===== config.mk =====
export PLATFORM = sky130hd
export DESIGN_NAME = measure_display
export DESIGN_NICKNAME = d
export VERILOG_FILES = /design/src/rtl/measure_pkg.sv /design/src/rtl/seg7_decode.sv /design/src/rtl/measure_display.sv
export SDC_FILE = /design/constraint.sdc
export NUM_CORES = 1
export LEC_CHECK = 0
export ABC_AREA = 1
export BUFFER_PORTS_ARGS = -buffer_cell sky130_fd_sc_hd__buf_2
export CAP_MARGIN = 20
export CORE_ASPECT_RATIO = 1.1
export CORE_MARGIN = 2
export CORE_UTILIZATION = 40
export DETAILED_ROUTE_END_ITERATION = 6
export PLACE_DENSITY = 0.64
export SLEW_MARGIN = 20
export SYNTH_ARGS = -nofsm -noshare
export SYNTH_HDL_FRONTEND = slang
export SYNTH_SLANG_ARGS = --single-unit

===== constraint.sdc =====
create_clock -name clock -period 5.7 [get_ports clock]
set_input_delay 1.71 -clock clock [delete_from_list [all_inputs] [get_ports clock]]
set_output_delay 1.71 -clock clock [all_outputs]
set_load 0.02 [all_outputs]

===== src/rtl/measure_pkg.sv =====
// Shared constants and types for the measurement display block.
package measure_pkg;

  localparam int unsigned NUM_W      = 14;
  localparam int unsigned BCD_DIGITS = 5;
  localparam int unsigned BCD_W      = 4 * BCD_DIGITS;
  localparam int unsigned CNT_W      = 4;

  // Counter value on the final double-dabble step
  localparam logic [CNT_W-1:0] SHIFT_LAST = CNT_W'(NUM_W - 1);

  typedef enum logic [1:0] {
    IDLE  = 2'd0,
    SHIFT = 2'd1,
    DONE  = 2'd2
  } state_e;

  localparam logic [2:0] MODE_NONE = 3'd0;
  localparam logic [2:0] MODE_X    = 3'd1;
  localparam logic [2:0] MODE_Y    = 3'd2;

  localparam logic [6:0] SEG_BLANK = 7'h7F;
  localparam logic [6:0] SEG_DASH  = 7'h3F;

  // Double-dabble correction applied to one BCD nibble before a shift
  function automatic logic [3:0] bcd_adjust(input logic [3:0] d);
    return (d >= 4'd5) ? (d + 4'd3) : d;
  endfunction

endpackage


===== src/rtl/seg7_decode.sv =====
// Hex value to active-low seven-segment glyph, bit order {g,f,e,d,c,b,a}.
module seg7_decode (
  input  logic [3:0] i_val,
  output logic [6:0] o_seg
);

  // Glyph lookup; 10..15 render as A b C d E F
  always_comb begin
    o_seg = 7'h7F;
    case (i_val)
      4'd0:    o_seg = 7'h40;
      4'd1:    o_seg = 7'h79;
      4'd2:    o_seg = 7'h24;
      4'd3:    o_seg = 7'h30;
      4'd4:    o_seg = 7'h19;
      4'd5:    o_seg = 7'h12;
      4'd6:    o_seg = 7'h02;
      4'd7:    o_seg = 7'h78;
      4'd8:    o_seg = 7'h00;
      4'd9:    o_seg = 7'h10;
      4'd10:   o_seg = 7'h08;
      4'd11:   o_seg = 7'h03;
      4'd12:   o_seg = 7'h46;
      4'd13:   o_seg = 7'h21;
      4'd14:   o_seg = 7'h06;
      default: o_seg = 7'h0E;
    endcase
  end

endmodule


===== src/rtl/measure_display.sv =====
// Converts a 14-bit cursor measurement to five decimal seven-segment digits
// plus a mode/wave indicator, using a serial double-dabble conversion.
// Optional build macro: LEADING_ZERO_BLANK_EN blanks leading zeros on hex4..hex1.
module measure_display
  import measure_pkg::*;
(
  input  logic             clock,
  input  logic             resetn,
  input  logic [NUM_W-1:0] num,
  input  logic [2:0]       measurement,
  input  logic [1:0]       waveSel,
  output logic [6:0]       hex0,
  output logic [6:0]       hex1,
  output logic [6:0]       hex2,
  output logic [6:0]       hex3,
  output logic [6:0]       hex4,
  output logic [6:0]       hex5,
  output logic             busy,
  output logic             valid
);

  state_e           r_state;
  logic [NUM_W-1:0] r_num;      // latched value, doubles as the snapshot
  logic [2:0]       r_mode;
  logic [1:0]       r_wave;
  logic             r_snap_ok;  // snapshot holds a completed conversion
  logic [NUM_W-1:0] r_shreg;
  logic [BCD_W-1:0] r_acc;
  logic [CNT_W-1:0] r_cnt;

  logic [BCD_W-1:0] w_adj;
  logic [BCD_W-1:0] w_acc_next;
  logic             w_change;
  logic [6:0]       w_seg [BCD_DIGITS];
  logic [6:0]       w_hex [BCD_DIGITS];
  logic [6:0]       w_ind_seg;
  logic [3:0]       w_ind_val;
  logic [6:0]       w_hex5;

  assign w_change = !r_snap_ok || (num != r_num) || (measurement != r_mode) ||
                    (waveSel != r_wave);

  // Nibble-wise add-3 correction ahead of the shift
  always_comb begin
    w_adj = '0;
    for (int i = 0; i < BCD_DIGITS; i++) begin
      w_adj[4*i +: 4] = bcd_adjust(r_acc[4*i +: 4]);
    end
  end

  // Top nibble never reaches 8 for a 14-bit input, so dropping its MSB is safe
  assign w_acc_next = (w_adj << 1) | {{(BCD_W-1){1'b0}}, r_shreg[NUM_W-1]};

  for (genvar gi = 0; gi < BCD_DIGITS; gi++) begin : g_digit
    seg7_decode u_dec (
      .i_val (r_acc[4*gi +: 4]),
      .o_seg (w_seg[gi])
    );
  end

  // Indicator: letter A..D for cursor x, digit 1..4 for cursor y
  assign w_ind_val = (r_mode == MODE_X) ? (4'd10 + {2'b00, r_wave}) : (4'd1 + {2'b00, r_wave});

  seg7_decode u_ind (
    .i_val (w_ind_val),
    .o_seg (w_ind_seg)
  );

`ifdef LEADING_ZERO_BLANK_EN
  logic [BCD_DIGITS-1:0] w_lead_zero;  // bit i: digits i..top are all zero

  // Running zero detect from the most significant digit downwards
  always_comb begin
    w_lead_zero = '0;
    w_lead_zero[BCD_DIGITS-1] = (r_acc[BCD_W-1 -: 4] == 4'd0);
    for (int i = int'(BCD_DIGITS) - 2; i >= 0; i--) begin
      w_lead_zero[i] = w_lead_zero[i+1] && (r_acc[4*i +: 4] == 4'd0);
    end
  end
`endif

  // Select the glyph for each display from the mode and converted digits
  always_comb begin
    for (int i = 0; i < BCD_DIGITS; i++) begin
      w_hex[i] = SEG_BLANK;
      if (r_mode == MODE_NONE) begin
        w_hex[i] = SEG_BLANK;
      end else if (r_mode > MODE_Y) begin
        w_hex[i] = SEG_DASH;
      end else begin
        w_hex[i] = w_seg[i];
`ifdef LEADING_ZERO_BLANK_EN
        if ((i != 0) && w_lead_zero[i]) w_hex[i] = SEG_BLANK;
`endif
      end
    end
    if (r_mode == MODE_NONE) begin
      w_hex5 = SEG_BLANK;
    end else if (r_mode > MODE_Y) begin
      w_hex5 = SEG_DASH;
    end else begin
      w_hex5 = w_ind_seg;
    end
  end

  // Conversion FSM with registered displays and status
  always_ff @(posedge clock or negedge resetn) begin
    if (!resetn) begin
      r_state   <= IDLE;
      r_num     <= '0;
      r_mode    <= '0;
      r_wave    <= '0;
      r_snap_ok <= 1'b0;
      r_shreg   <= '0;
      r_acc     <= '0;
      r_cnt     <= '0;
      busy      <= 1'b0;
      valid     <= 1'b0;
      hex0      <= SEG_BLANK;
      hex1      <= SEG_BLANK;
      hex2      <= SEG_BLANK;
      hex3      <= SEG_BLANK;
      hex4      <= SEG_BLANK;
      hex5      <= SEG_BLANK;
    end else begin
      unique case (r_state)
        IDLE: begin
          if (w_change) begin
            r_num     <= num;
            r_mode    <= measurement;
            r_wave    <= waveSel;
            r_snap_ok <= 1'b0;
            r_shreg   <= num;
            r_acc     <= '0;
            r_cnt     <= '0;
            busy      <= 1'b1;
            r_state   <= SHIFT;
          end
        end
        SHIFT: begin
          r_acc   <= w_acc_next;
          r_shreg <= r_shreg << 1;
          r_cnt   <= r_cnt + 1'b1;
          if (r_cnt == SHIFT_LAST) r_state <= DONE;
        end
        DONE: begin
          hex0      <= w_hex[0];
          hex1      <= w_hex[1];
          hex2      <= w_hex[2];
          hex3      <= w_hex[3];
          hex4      <= w_hex[4];
          hex5      <= w_hex5;
          r_snap_ok <= 1'b1;
          valid     <= 1'b1;
          busy      <= 1'b0;
          r_state   <= IDLE;
        end
        default: r_state <= IDLE;
      endcase
    end
  end

endmodule


==> run_results.csv, run 1 <==
group,metric,value,unit
outcome,status,"completed",
pwr,p_sw,1.87,mW
setup_path,worst_ep_arrival_time,3.48,ns
pwr,vdd_drop_max,0.261,mV
die,die_w,124,um
global_route,grt_usage,0.174,
pwr,p_int,2.23,mW
timing,min_period,3.24,ns
timing,report.final.setup_viol,0,
final_layout,nFillCells,1544,
yosys,synth_area_leaders,"dfrtp_1, dfstp_2, nand2_1",
pwr,power-per-cell-area,582,mW/mm2
clock_tree,htreeDepth,3,
setup_path,r2r-start,"r_state[0]",
clock_tree,cts_tree,"done",
setup_path,reg2reg_depth,8,
final_layout,layout_common_cells,"nand2_1, inv_1, o21ai_0",
setup_path,cp.depth,12,
setup_path,path_cells,"buf_2 -> inv_1 -> nand2_1 -> nand2_1 -> nor2_1 -> nand2_1 -> nor2_1 -> nand3_1 -> nand2_4 -> nand2_1 -> nand2_1 -> nand2_1",
die,coreArea,0.0156,mm2
final_layout,final_nets,932,
clock_tree,clk_latency,0.36,ns
yosys,syn_inst,829,
setup_path,endpoint_kind,"register",
yosys,synth_top_cell_by_area,"dfrtp_1",
drt,ant_nets,0,
timing,clock_skew,0.00786,ns
yosys,yosys_register_bits,104,
drt,wire_per_inst,12.9,um
hold_path,min_path_cells,1,
clock_tree,clkSinkCount,104,
final_layout,drive_gt1_frac,0.176,
die,dieArea,0.0168,mm2
timing,fmax,309,MHz
global_route,grt_overflow,0,
setup_path,reg2reg_slack,2.92,ns
placed_design,portBuffers,64,
pwr,clkPwrFrac,0.164,
drt,vias_per_cell,5.00,
final_layout,fin_cells,1077,
setup_path,startpoint,"num[9]",
yosys,synth_top_area_frac,0.246,
job,drv_cap,0,
yosys,synth_nets,889,
final_layout,antenna_cells,0,
yosys,yosys_warnings,0,
global_route,grt_max_degree,62,
setup_path,slowest_stage,"nand2_1",
clock_tree,cts_root_buffer,"clkbuf_16",
hold_path,min_to,"valid",
hold_path,hp-class,"reg2reg",
setup_path,path_common_cell,"nand2_1",
timing,hold_viol,0,
setup_path,required,5.94,ns
clock_tree,cts_buffers,9,
setup_path,path_buf_inv,2,
drt,route.detailed.drc,0,
placed_design,place_inst,1061,
global_route,grt_pass1_vias,4882,
setup_path,worstPathMaxFanout,35,
yosys,syn-cell-area,0.00631,mm2
timing,slew_violations,0,
yosys,ys_seq_area_frac,0.421,
placed_design,gp_congestion,0.829,
hold_path,min-delay-start,"valid",
timing,slew_headroom,0.406,
placed_design,place_hpwl,9460,um
die,initial_core_util,0.406,
global_route,antenna_found_initial,0,
final_layout,area_growth,11.6,%
drt,first_iter_violations,425,
die,dieHeight,136,um
timing,worstMarginPinSlew,0.891,ns
drt,wl,13900,um
final_layout,final_common_cell,"nand2_1",
clock_tree,cts_resized,0,
clock_tree,cts_setup_buffers,0,
pwr,comb_power_share,0.478,
clock_tree,clk_pin_slew,0.07,ns
clock_tree,cts_hold_buffers,0,
setup_path,r2r-end,"hex0[2]",
setup_path,start_kind,"input pin",
yosys,synth.avg_cell_area,7.61,um2
die,pin_count,65,
pwr,seqPwrFrac,0.357,
setup_path,crit_family,"simple AND/OR/NAND/NOR gates",
yosys,synth.distinct_cells,37,
timing,fin_setup_tns,0,ns
timing,timing.final.crit_share,0.568,
die,rows,48,
pwr,total_leakage_power,3.50,nW
pwr,switching_share,0.457,
global_route,grt_pass1_wl,23300,um
drt,drtPass1Iterations,5,
setup_path,path_class,"in2reg",
clock_tree,clock_path_buffers,2,
setup_path,max_stage_delay,0.43,ns
drt,vias,5383,
timing,rsz0062_at_grt,"no",
final_layout,final_core_util,0.453,
-- worst max path at each step --
stage | endpoint
final | r_shreg[6]
after global placement | r_shreg[12]
after detailed placement | r_shreg[7]
after global routing | r_shreg[9]
after CTS | r_num[12]
after floorplan | r_shreg[10]
-- worst reg2reg max path: stages (launching register included) --
cell and delay (ns):
dfrtp_1 0.39, inv_1 0.07, nand2_1 0.32, inv_1 0.14
buf_4 0.44, nand2_1 0.32, inv_1 0.66, o21ai_0 0.23
o21a_1 0.16
-- logic make-up (layout without fill, tap and decap cells) --
| group | Yosys count | count (layout) | share of synthesized area |
|---|---|---|---|
| and+or+nand+nor | 371 | 371 | 0.250 |
| AOI/OAI and AO/OA | 179 | 179 | 0.158 |
| buffers and inverters | 133 | 181 | 0.0896 |
| DFF | 104 | 104 | 0.421 |
| adders and majority gates | 39 | 39 | 0.0773 |
| xor gates and xnor gates | 3 | 3 | 0.00416 |
-- per-stage QoR --
stage               hold WS [ns]  power (mW)  instance area, um2  worst slack [ns]
global placement           0.446        3.41                6720              2.10
global route               0.489        4.51                7040              2.26
CTS                        0.470        4.13                7040              2.46
finish                     0.462        4.10                7040              2.46
detailed placement         0.452        3.44                6720              2.09
floorplan                  0.436        2.97                6310              2.98
-- layout make-up --
type | count | area (um2) | area share
repair buffers | 70 | 368 | 0.0522
clock buffers | 10 | 229 | 0.0325
well taps | 200 | 250 | 0.0355
flip-flops and latches | 104 | 2660 | 0.377
inverters | 95 | 357 | 0.0506
multi-input cells | 592 | 3090 | 0.439
clock inverters | 6 | 91.3 | 0.0130
-- cell usage after synthesis, drive strengths merged --
cell type	count
o211ai	9
a32oi	3
or2	4
dfrtp	62
clkinv	5
clkbuf	15
o22a	1
ha	39
xnor2	1
o22ai	1
a31oi	15
nor3	7
a21boi	1
a21oi	60
buf	23
a41oi	3
nand2	227
a211o	3
o21a	2
inv	90
o21ai	80
nand3	65
o221ai	1
xor2	2
dfstp	42
nor2	68
-- power by group through the flow --
stage | sequential (mW) | combinational (mW) | clock (mW)
CTS | 1.46 | 1.97 | 0.694
global route | 1.52 | 2.27 | 0.718
global placement | 1.47 | 1.94 | 0
floorplan | 1.51 | 1.47 | 0
finish | 1.46 | 1.96 | 0.672
detailed placement | 1.48 | 1.96 | 0
-- flip-flops by register name (all words and copies together), names as in the netlist, 3 cells and up --
| register | flops |
|---|---|
| r_acc | 20 |
| r_num | 14 |
| r_shreg | 14 |
| hex0 | 7 |
| hex1 | 7 |
| hex2 | 7 |
| hex3 | 7 |
| hex4 | 7 |
| hex5 | 7 |
| r_cnt | 4 |
| r_mode | 3 |
-- per-layer routing --
| layer | track usage | routed length, um | part of all wire |
|---|---|---|---|
| met5 | 0 | 0 | 0 |
| met4 | 0.0638 | 229 | 0.016 |
| met3 | 0.0295 | 533 | 0.038 |
| met2 | 0.283 | 6420 | 0.46 |
| met1 | 0.232 | 6740 | 0.48 |
Power figures use the tool's default switching activity.
==> inputs of run 2 (changes only) <==
--- a/config.mk
+++ b/config.mk
@@ -12,7 +12,7 @@
 export CORE_MARGIN = 2
 export CORE_UTILIZATION = 40
 export DETAILED_ROUTE_END_ITERATION = 6
-export PLACE_DENSITY = 0.64
+export PLACE_DENSITY = 0.66
 export SLEW_MARGIN = 20
 export SYNTH_ARGS = -nofsm -noshare
 export SYNTH_HDL_FRONTEND = slang
==> constraint.sdc (replaced) <==
create_clock -name clock -period 2.65 [get_ports clock]
set_input_delay 0.795 -clock clock [delete_from_list [all_inputs] [get_ports clock]]
set_output_delay 0.795 -clock clock [all_outputs]
set_load 0.02 [all_outputs]
==> run 2 against run 1 <==
Compared with the run above:
- worst setup slack lost 2.0 ns
- via count shrank 0.78%
- clock skew shrank 0.0012 ns
==> run_results.csv, run 2 (synthesis results as in run 1) <==
group,metric,value,unit
timing,slew_violations,0,
timing,fin_setup_tns,0,ns
die,rows,48,
final_layout,fin_cells,1089,
timing,min_period,2.18,ns
drt,route.detailed.drc,0,
final_layout,largest_registers,"r_acc: 20 flops, r_num: 14 flops, r_shreg: 14 flops",
setup_path,required,2.95,ns
clock_tree,cts_tree,"done",
timing,report.final.setup_viol,0,
final_layout,final_area,0.00711,mm2
clock_tree,clk_latency,0.35,ns
setup_path,start_kind,"register",
timing,slew_headroom,0.624,
placed_design,place_hpwl,9970,um
global_route,antenna_found_initial,0,
die,coreArea,0.0156,mm2
clock_tree,clock_path_buffers,2,
drt,wl,13900,um
final_layout,seqCellArea,0.00266,mm2
final_layout,final_nets,944,
setup_path,path_class,"reg2reg",
pwr,finalPower,8.74,mW
die,dieArea,0.0168,mm2
clock_tree,htreeDepth,3,
job,drv_cap,0,
final_layout,top_register,"r_acc",
pwr,power-per-cell-area,1230,mW/mm2
clock_tree,cts_root_buffer,"clkbuf_16",
final_layout,final_common_cell,"nand2_1",
final_layout,largest_reg_flops,20,
setup_path,startpoint,"r_mode[2]",
final_layout,multiInputGateArea,0.00309,mm2
global_route,grt_max_degree,47,
timing,rsz0062_at_grt,"no",
setup_path,worst_ep_arrival_time,2.48,ns
die,dieHeight,136,um
setup_path,endpoint_kind,"register",
global_route,grt_pass1_wl,23600,um
timing,worstMarginPinSlew,0.564,ns
die,pin_count,65,
die,initial_core_util,0.406,
placed_design,portBuffers,64,
final_layout,final_core_util,0.457,
drt,ant_nets,0,
final_layout,drive_gt1_frac,0.188,
final_layout,layout_common_cells,"nand2_1, inv_1, o21ai_0",
final_layout,area_growth,12.7,%
clock_tree,cts_hold_buffers,0,
final_layout,nFillCells,1576,
hold_path,hp-class,"in2async",
pwr,total_leakage_power,3.55,nW
drt,vias,5341,
placed_design,dpl_cell_area,0.00682,mm2
setup_path,r2r-start,"r_mode[2]",
global_route,grt_usage,0.175,
placed_design,gp_congestion,0.876,
drt,wire_per_inst,12.8,um
clock_tree,cts_buffers,9,
timing,timing.final.crit_share,0.823,
timing,fmax,458,MHz
setup_path,worstPathMaxFanout,8,
timing,clock_skew,0.00665,ns
pwr,vdd_drop_max,0.413,mV
clock_tree,clkSinkCount,104,
drt,vias_per_cell,4.90,
placed_design,place_inst,1073,
drt,drtPass1Iterations,4,
global_route,grt_overflow,0,
drt,first_iter_violations,378,
die,die_w,124,um
timing,hold_viol,0,
clock_tree,cts_setup_buffers,0,
global_route,grt_pass1_vias,4882,
outcome,status,"completed",
clock_tree,clk_pin_slew,0.08,ns
final_layout,antenna_cells,0,
clock_tree,cts_resized,0,
run 2: metrics by stage:
step	hold slack, ns	setup WS, ns
2_1_floorplan	0.436	0.843
3_3_place_gp	0.443	0.282
3_5_place_dp	0.448	0.277
4_1_cts	0.452	0.486
5_1_grt	0.466	0.209
6_report	0.429	0.468
run 2: worst max-delay path: stages, from the launching register on:
cell and delay [ns]:
dfrtp_1 0.45, nor2_1 0.21, nand2_1 0.11, inv_2 0.14
nand2_1 0.12, inv_1 0.17, a21oi_1 0.12, inv_1 0.10
ha_1 0.18, inv_1 0.07, nor2_1 0.14, nand2_1 0.06
nand3_1 0.09, o21ai_0 0.09, inv_1 0.08
run 2: final cells by class:
cell class	count	share of cell area
clock buffers	9	0.0317
clock inverters	7	0.00915
inverters	95	0.0501
multi-input cells	592	0.434
flip-flops and latches	104	0.373
well taps	200	0.0352
repair buffers	82	0.0661
run 2: worst paths after layout:
| check | end | slack, ns | depth (start not counted) |
|---|---|---|---|
| max in group asynchronous | hex4[3] | 1.50 | 2 |
| worst max register to register | hex5[4] | 0.47 | 14 |
| worst max-delay path | hex5[4] | 0.47 | 14 |
| min in group clock | valid | 0.46 | 1 |
| worst min-delay path | r_acc[15] | 0.43 | 1 |
| worst min register to register | valid | 0.46 | 1 |
run 2: metal layers:
layer | vias to the layer above | track usage | wire length (um)
li1 | 2797 | - | -
met1 | 2473 | 0.248 | 6860
met2 | 58 | 0.274 | 6480
met3 | 13 | 0.0278 | 382
met4 | 0 | 0.0549 | 190
met5 | - | 0 | 0
run 2: power by group:
| group | switching, mW | leakage, nW | internal, mW | total, mW |
|---|---|---|---|---|
| sequential | 0.690 | 1.21 | 2.44 | 3.13 |
| clock | 0.649 | 0.140 | 0.659 | 1.31 |
| combinational | 2.72 | 2.20 | 1.59 | 4.31 |
| total | 4.06 | 3.55 | 4.69 | 8.74 |
